### config.mk
export PLATFORM = sky130hd
export DESIGN_NAME = fb_line_reader
export DESIGN_NICKNAME = d
export VERILOG_FILES = /design/src/rtl/fb_pkg.sv /design/src/rtl/fb_pixel_fifo.sv /design/src/rtl/fb_line_reader.sv
export SDC_FILE = /design/constraint.sdc
export NUM_CORES = 1
export LEC_CHECK = 0
export ABC_AREA = 1
export CAP_MARGIN = 20
export CORE_MARGIN = 3
export CORE_UTILIZATION = 40
export DETAILED_ROUTE_END_ITERATION = 6
export PLACE_DENSITY_LB_ADDON = 0.12
export SETUP_SLACK_MARGIN = 0.1
export SYNTH_ARGS = -nofsm -noshare
export SYNTH_HDL_FRONTEND = slang
export SYNTH_SLANG_ARGS = --single-unit
### constraint.sdc
create_clock -name clk -period 6.4 [get_ports clk]
set_input_delay 1.28 -clock clk [delete_from_list [all_inputs] [get_ports clk]]
set_output_delay 1.28 -clock clk [all_outputs]
set_load 0.01 [all_outputs]
### src/rtl/fb_pkg.sv
// Shared definitions for the framebuffer line reader.
// Holds the FSM state encoding, the pixel and burst geometry constants,
// and the default LCD panel geometry used as top-level parameter defaults.
package fb_pkg;

  typedef enum logic [1:0] {
    ST_IDLE      = 2'd0,
    ST_REQ       = 2'd1,
    ST_WAIT_DATA = 2'd2,
    ST_DONE      = 2'd3
  } fb_state_e;

  localparam int PIX_WIDTH    = 16;  // RGB565
  localparam int BURST_PIXELS = 4;   // pixels per 64-bit SDRAM read
  localparam int BURST_WIDTH  = PIX_WIDTH * BURST_PIXELS;

  localparam int LCD_H_PIXELS = 480;
  localparam int LCD_V_LINES  = 272;

endpackage

### src/rtl/fb_pixel_fifo.sv
// Pixel FIFO: accepts one 64-bit burst (four RGB565 pixels) per write and
// delivers one 16-bit pixel per read. Pixel [15:0] of a burst leaves first.
//
// Ports:
//   clk, rst    - clock, synchronous active-high reset (empties the FIFO)
//   flush_i     - empties the FIFO; wins over a simultaneous write or read
//   wr_en_i     - write the four pixels of wr_data_i
//   wr_data_i   - 64-bit burst
//   rd_en_i     - pop the head pixel (ignored while empty)
//   rd_data_o   - head pixel, forced to 0 while empty
//   count_o     - number of stored pixels
//   empty_o     - FIFO holds no pixels
module fb_pixel_fifo
  import fb_pkg::*;
#(
  parameter int DEPTH = 16
) (
  input  logic                          clk,
  input  logic                          rst,
  input  logic                          flush_i,
  input  logic                          wr_en_i,
  input  logic [BURST_WIDTH-1:0]        wr_data_i,
  input  logic                          rd_en_i,
  output logic [PIX_WIDTH-1:0]          rd_data_o,
  output logic [$clog2(DEPTH):0]        count_o,
  output logic                          empty_o
);

  localparam int PTR_W = $clog2(DEPTH);
  localparam int CNT_W = PTR_W + 1;

  logic [PIX_WIDTH-1:0] mem_q [DEPTH];
  logic [PTR_W-1:0]     wr_ptr_q, wr_ptr_d;
  logic [PTR_W-1:0]     rd_ptr_q, rd_ptr_d;
  logic [CNT_W-1:0]     count_q, count_d;
  logic                 do_wr, do_rd;

  assign empty_o   = (count_q == '0);
  assign count_o   = count_q;
  assign rd_data_o = empty_o ? '0 : mem_q[rd_ptr_q];

  assign do_wr = wr_en_i && !flush_i;
  assign do_rd = rd_en_i && !empty_o && !flush_i;

  always_comb begin
    wr_ptr_d = wr_ptr_q;
    rd_ptr_d = rd_ptr_q;
    count_d  = count_q;
    if (flush_i) begin
      wr_ptr_d = '0;
      rd_ptr_d = '0;
      count_d  = '0;
    end else begin
      // Pointers are exactly PTR_W bits wide, so they wrap modulo DEPTH.
      if (do_wr) wr_ptr_d = wr_ptr_q + PTR_W'(BURST_PIXELS);
      if (do_rd) rd_ptr_d = rd_ptr_q + PTR_W'(1);
      case ({do_wr, do_rd})
        2'b10:   count_d = count_q + CNT_W'(BURST_PIXELS);
        2'b01:   count_d = count_q - CNT_W'(1);
        2'b11:   count_d = count_q + CNT_W'(BURST_PIXELS - 1);
        default: count_d = count_q;
      endcase
    end
  end

  always_ff @(posedge clk) begin
    if (rst) begin
      wr_ptr_q <= '0;
      rd_ptr_q <= '0;
      count_q  <= '0;
    end else begin
      wr_ptr_q <= wr_ptr_d;
      rd_ptr_q <= rd_ptr_d;
      count_q  <= count_d;
    end
  end

  // Storage carries no reset; count_q alone defines which entries are valid.
  always_ff @(posedge clk) begin
    if (do_wr) begin
      for (int i = 0; i < BURST_PIXELS; i++) begin
        mem_q[wr_ptr_q + PTR_W'(i)] <= wr_data_i[i*PIX_WIDTH +: PIX_WIDTH];
      end
    end
  end

endmodule

### src/rtl/fb_line_reader.sv
// Framebuffer line reader: walks the framebuffer in SDRAM one 4-pixel burst
// at a time, keeps a small pixel FIFO topped up, and streams RGB565 pixels
// to the LCD timing stage with a valid/ready handshake.
//
// Ports:
//   clk, rst        - single clock, synchronous active-high reset
//   frame_start     - pulse: flush, rewind to FB_BASE, resume fetching
//   sd_rd_addr      - SDRAM read word address (held while requesting)
//   sd_rd_enable    - SDRAM read request, held until sd_busy is seen
//   sd_busy         - controller has taken the request
//   sd_rd_ready     - pulse marking sd_rd_data valid
//   sd_rd_data      - 64-bit burst, pixel [15:0] first
//   pix_data        - RGB565 FIFO head (0 when empty)
//   pix_valid       - FIFO not empty
//   pix_ready       - consumer takes the head pixel
//   underrun        - pulse: consumer ready, FIFO empty, frame still active
//   underrun_cnt    - saturating underrun counter, present only when
//                     FB_LINE_READER_UNDERRUN_CNT_EN is defined
module fb_line_reader
  import fb_pkg::*;
#(
  parameter int          HADDR_WIDTH = 23,
  parameter int unsigned FB_BASE     = 0,
  parameter int          H_PIXELS    = LCD_H_PIXELS,
  parameter int          V_LINES     = LCD_V_LINES,
  parameter int          FIFO_DEPTH  = 16
) (
  input  logic                   clk,
  input  logic                   rst,
  input  logic                   frame_start,
  output logic [HADDR_WIDTH-1:0] sd_rd_addr,
  output logic                   sd_rd_enable,
  input  logic                   sd_busy,
  input  logic                   sd_rd_ready,
  input  logic [BURST_WIDTH-1:0] sd_rd_data,
  output logic [PIX_WIDTH-1:0]   pix_data,
  output logic                   pix_valid,
  input  logic                   pix_ready,
  output logic                   underrun
`ifdef FB_LINE_READER_UNDERRUN_CNT_EN
  ,
  output logic [15:0]            underrun_cnt
`endif
);

  localparam int BURSTS  = (H_PIXELS * V_LINES) / BURST_PIXELS;
  localparam int BURST_W = $clog2(BURSTS + 1);
  localparam int CNT_W   = $clog2(FIFO_DEPTH) + 1;

  localparam logic [HADDR_WIDTH-1:0] BASE_ADDR  = HADDR_WIDTH'(FB_BASE);
  localparam logic [CNT_W-1:0]       REQ_LIMIT  = CNT_W'(FIFO_DEPTH - BURST_PIXELS);
  localparam logic [BURST_W-1:0]     LAST_BURST = BURST_W'(BURSTS - 1);

  fb_state_e              state_q, state_d;
  logic [HADDR_WIDTH-1:0] addr_q, addr_d;          // next burst to fetch
  logic [HADDR_WIDTH-1:0] req_addr_q, req_addr_d;  // address on the bus
  logic [BURST_W-1:0]     burst_q, burst_d;
  logic                   discard_q, discard_d;    // drop the in-flight burst

  logic                   fifo_wr, fifo_pop, fifo_empty;
  logic [CNT_W-1:0]       fifo_count;
  logic                   room_for_burst;

  assign room_for_burst = (fifo_count <= REQ_LIMIT);

  // State register
  always_ff @(posedge clk) begin
    if (rst) begin
      state_q    <= ST_DONE;
      addr_q     <= BASE_ADDR;
      req_addr_q <= BASE_ADDR;
      burst_q    <= '0;
      discard_q  <= 1'b0;
    end else begin
      state_q    <= state_d;
      addr_q     <= addr_d;
      req_addr_q <= req_addr_d;
      burst_q    <= burst_d;
      discard_q  <= discard_d;
    end
  end

  // Next-state logic
  always_comb begin
    state_d    = state_q;
    addr_d     = addr_q;
    req_addr_d = req_addr_q;
    burst_d    = burst_q;
    discard_d  = discard_q;

    // A restart always rewinds the fetch pointer; what happens to a request
    // already on the bus depends on the state below.
    if (frame_start) begin
      addr_d  = BASE_ADDR;
      burst_d = '0;
    end

    unique case (state_q)
      ST_IDLE: begin
        if (!frame_start && room_for_burst) begin
          state_d    = ST_REQ;
          req_addr_d = addr_q;
        end
      end
      ST_REQ: begin
        // The controller may already be committed to this read, so the
        // request is held until it is taken and its data is dropped later.
        if (frame_start) discard_d = 1'b1;
        if (sd_busy)     state_d   = ST_WAIT_DATA;
      end
      ST_WAIT_DATA: begin
        if (sd_rd_ready) begin
          discard_d = 1'b0;
          if (frame_start || discard_q) begin
            state_d = ST_IDLE;
          end else begin
            addr_d  = addr_q + HADDR_WIDTH'(BURST_PIXELS);
            burst_d = burst_q + BURST_W'(1);
            state_d = (burst_q == LAST_BURST) ? ST_DONE : ST_IDLE;
          end
        end else if (frame_start) begin
          discard_d = 1'b1;
        end
      end
      ST_DONE: begin
        if (frame_start) state_d = ST_IDLE;
      end
      default: state_d = ST_DONE;
    endcase
  end

  // Output logic
  always_comb begin
    sd_rd_enable = (state_q == ST_REQ);
    fifo_wr      = (state_q == ST_WAIT_DATA) && sd_rd_ready && !frame_start && !discard_q;
    fifo_pop     = pix_valid && pix_ready;
    underrun     = pix_ready && fifo_empty && (state_q != ST_DONE);
  end

  assign sd_rd_addr = req_addr_q;
  assign pix_valid  = !fifo_empty;

  fb_pixel_fifo #(
    .DEPTH (FIFO_DEPTH)
  ) u_fifo (
    .clk       (clk),
    .rst       (rst),
    .flush_i   (frame_start),
    .wr_en_i   (fifo_wr),
    .wr_data_i (sd_rd_data),
    .rd_en_i   (fifo_pop),
    .rd_data_o (pix_data),
    .count_o   (fifo_count),
    .empty_o   (fifo_empty)
  );

`ifdef FB_LINE_READER_UNDERRUN_CNT_EN
  logic [15:0] ucnt_q, ucnt_d;

  always_comb begin
    ucnt_d = ucnt_q;
    if (frame_start)                          ucnt_d = '0;
    else if (underrun && (ucnt_q != 16'hFFFF)) ucnt_d = ucnt_q + 16'd1;
  end

  always_ff @(posedge clk) begin
    if (rst) ucnt_q <= '0;
    else     ucnt_q <= ucnt_d;
  end

  assign underrun_cnt = ucnt_q;
`endif

endmodule

==> run metrics <==
status=finished clean; worst hold start=addr_q[0]; CTS buffer count=38; die span in y=just under 200 µm; critical path data arrival time=~3.2 ns; Avg WL per Cell=between 15 and 20 µm; Syn Std Cell Area=0.0140 mm²; RSZ-0062 raised after global routing=no; fin crit share=70.2%; CTS tree=yes; IO Count=112; crit-path max FO=17; first drt pass iteration count=5; number of DRC markers in iteration 0=a little under 600; dpl hpwl=slightly below 20000 µm; CTS resizes=0; most common cell after layout, fill and taps aside=nor2_1; largest family of logic cells by synthesized area=simple AND/OR/NAND/NOR gates; Hold/Removal Path Class=flip-flop to flip-flop; Least-Margin Pin Slew=about 0.9 ns; f_max=roughly 220 MHz; Avg Cell Area, Syn=about 11 µm²; core area=around 0.034 mm²; Data required, critical path=about 5.1 ns; vias in the first global route=9432; CTS Sinks=335; Skew-Pair Late Insertion Delay=just over 0.5 ns; Fin. Hold Viols=0; Slew headroom=between 30% and 40%; gpl congestion=roughly 0.81; minimum clock period=approximately 4.5 ns; WS Path Type=flip-flop to output port; Post-Layout Cell Count=between 1500 and 2000; Syn Nets=1419; number of setup buffers added after CTS=0; routed vias/inst=5.01; post-synthesis register bit count=approximately 340; Unique masters post-synth=35; initial core utilization=between 40% and 50%; routed wl met2=15200 µm; Post-Synth Simple-Gate Area=14.6%; worst vdd ir=between 150 and 200 µV; die area=roughly 0.037 mm²; Cells after Synth=roughly 1300; largest net degree at the start of global routing=around 110; Root Driver=clkbuf_16; initial antenna violation count=4; total congestion overflow=0; Synth warnings=0; most frequent cells in the layout=267 x nor2_1, 256 x edfxtp_1, 114 x inv_1; Buffers on Ports=111; layout cell share with drive strength beyond 1=under 10%; Vias=9577; CTS max path bufs=3; fill count=~3100; Crit. End Element=output port; Max-cap violations=0; Hold Buf Count CTS=0; register-to-register setup slack=around 3.2 ns; sequential fraction of the synthesis area=66.3%; skew final=0.0107 ns; endpoints failing setup=0; Area Overhead vs Synth=19.1%; Net count, final=between 1500 and 2000; Setup Total Neg Slack=0 ns; M1 WL=about 14000 µm; WHS=0.438 ns; GRT Total Usage=between 10% and 20%; Post-Synth XOR/XNOR Area=less than 1%; Pleak=between 0.005 and 0.006 µW; DR WL met3=a little under 2000 µm; Placed Cells=1842; Compound-Gate Fraction of Synth Area=11.4%; Top Layer Used=met5; placement row count=67; Worst setup SP type=flip-flop; first-pass GRT wire length=51400 µm; final wirelength=roughly 32000 µm; clock slew at reported path FFs=around 0.060 ns; post-route antenna net violation count=0; mux share of post-synthesis cell area=0%; adder-cell share of the synthesized area=under 10%; pins over their slew limit=0; Die Wd=around 190 µm; crit path from=u_fifo.count_o[2]; pwr/cell area=between 200 and 300 mW/mm²; H-tree depth=2; r2r startpoint=state_q[0]; DRC errors left=0
## worst paths after layout
path,end,cells past startpoint
max,pix_data[4],6
min,addr_q[0],2
max reg2reg,u_fifo.mem_q[8][7],7
min reg2reg,addr_q[0],2
## cells by family after synthesis
| family | Yosys count |
|---|---|
| compound gates | 299 |
| xor+xnor | 3 |
| fa+ha+maj | 18 |
| buf+inv | 186 |
| flops | 335 |
| simple gates | 490 |
## critical path, stage by stage, from the launching register on
cell and delay (ns):
dfxtp_1 0.42, inv_1 0.07, ha_1 0.21, nand3_2 0.12, clkinv_1 0.72, a21oi_1 0.55, clkdlybuf4s50_1 0.61
## where the power goes
part / switching, µW / internal [µW] / total (µW)
clock: 826 / 1190 / 2020
sequential: 26.0 / 2390 / 2420
combinational: 192 / 140 / 332
## per-layer routing
| layer | track usage, % | up-vias |
|---|---|---|
| met1 | 23.4 | 4525 |
| met4 | 4.78 | 2 |
| met3 | 3.96 | 50 |
| li1 | - | 4790 |
| met5 | 0 | - |
| met2 | 28.6 | 210 |
## Yosys cell counts
| cell type | number | share of area (%) |
|---|---|---|
| nor2_1 | 272 | 7.3 |
| edfxtp_1 | 256 | 55 |
| inv_1 | 114 | 3.1 |
| o21ai_0 | 108 | 3.9 |
| nand2_1 | 104 | 2.8 |
| nand3_1 | 83 | 3.0 |
| a21oi_1 | 82 | 2.9 |
| dfxtp_1 | 79 | 11 |
| o21ai_1 | 69 | 2.5 |
| o211ai_1 | 35 | 1.9 |
| buf_2 | 22 | 0.79 |
| clkbuf_1 | 20 | 0.54 |
| ha_1 | 18 | 1.6 |
| buf_4 | 12 | 0.64 |
| nor3_1 | 12 | 0.43 |
| buf_6 | 7 | 0.56 |
| nand4_1 | 5 | 0.22 |
| inv_2 | 4 | 0.11 |
| nor2_2 | 4 | 0.18 |
| clkbuf_2 | 3 | 0.11 |
| xnor2_1 | 3 | 0.19 |
| clkinv_1 | 2 | 0.054 |
| nand2_2 | 2 | 0.089 |
| nand3_2 | 2 | 0.14 |
| nor2_4 | 2 | 0.16 |
| nor3_2 | 2 | 0.14 |
| a21boi_0 | 1 | 0.054 |
| and3_1 | 1 | 0.045 |
| buf_1 | 1 | 0.027 |
| inv_4 | 1 | 0.045 |
| nand4_2 | 1 | 0.089 |
| o21bai_1 | 1 | 0.054 |
| o221a_2 | 1 | 0.081 |
| o22ai_1 | 1 | 0.045 |
| o31ai_1 | 1 | 0.054 |
## metrics by stage
stage,instance area [µm²],util [%],total power [µW],setup WS (ns)
final,16700,48.9,4770,1.90
after floorplan,14000,-,2630,1.53
after CTS,16600,48.8,4820,1.79
after detailed placement,15500,45.4,2800,2.00
after global placement,15500,45.4,2800,2.08
after global routing,16600,48.9,4950,1.67
## area by class of cell
cell class / count / area [µm²] / share of cell area [%]
clock buffer: 51 / 1010 / 6.06
tap: 448 / 561 / 3.37
inverter: 121 / 457 / 2.74
clock inverter: 17 / 144 / 0.864
multi-input combinational: 810 / 3920 / 23.5
sequential: 335 / 9280 / 55.7
timing repair buffer: 130 / 1280 / 7.69
antenna: 1 / 2.50 / 0.0150
## sequential cells by signal, summed over array words and instances (netlist names), named ones only
name             flops
u_fifo.count_o       5
sd_rd_addr          23
u_fifo.mem_q       256
burst_q             15
u_fifo.wr_ptr_q      2
addr_q              23
discard_q            1
state_q              2
u_fifo.rd_ptr_q      4
Note: power is estimated with default switching activity, not from simulation.
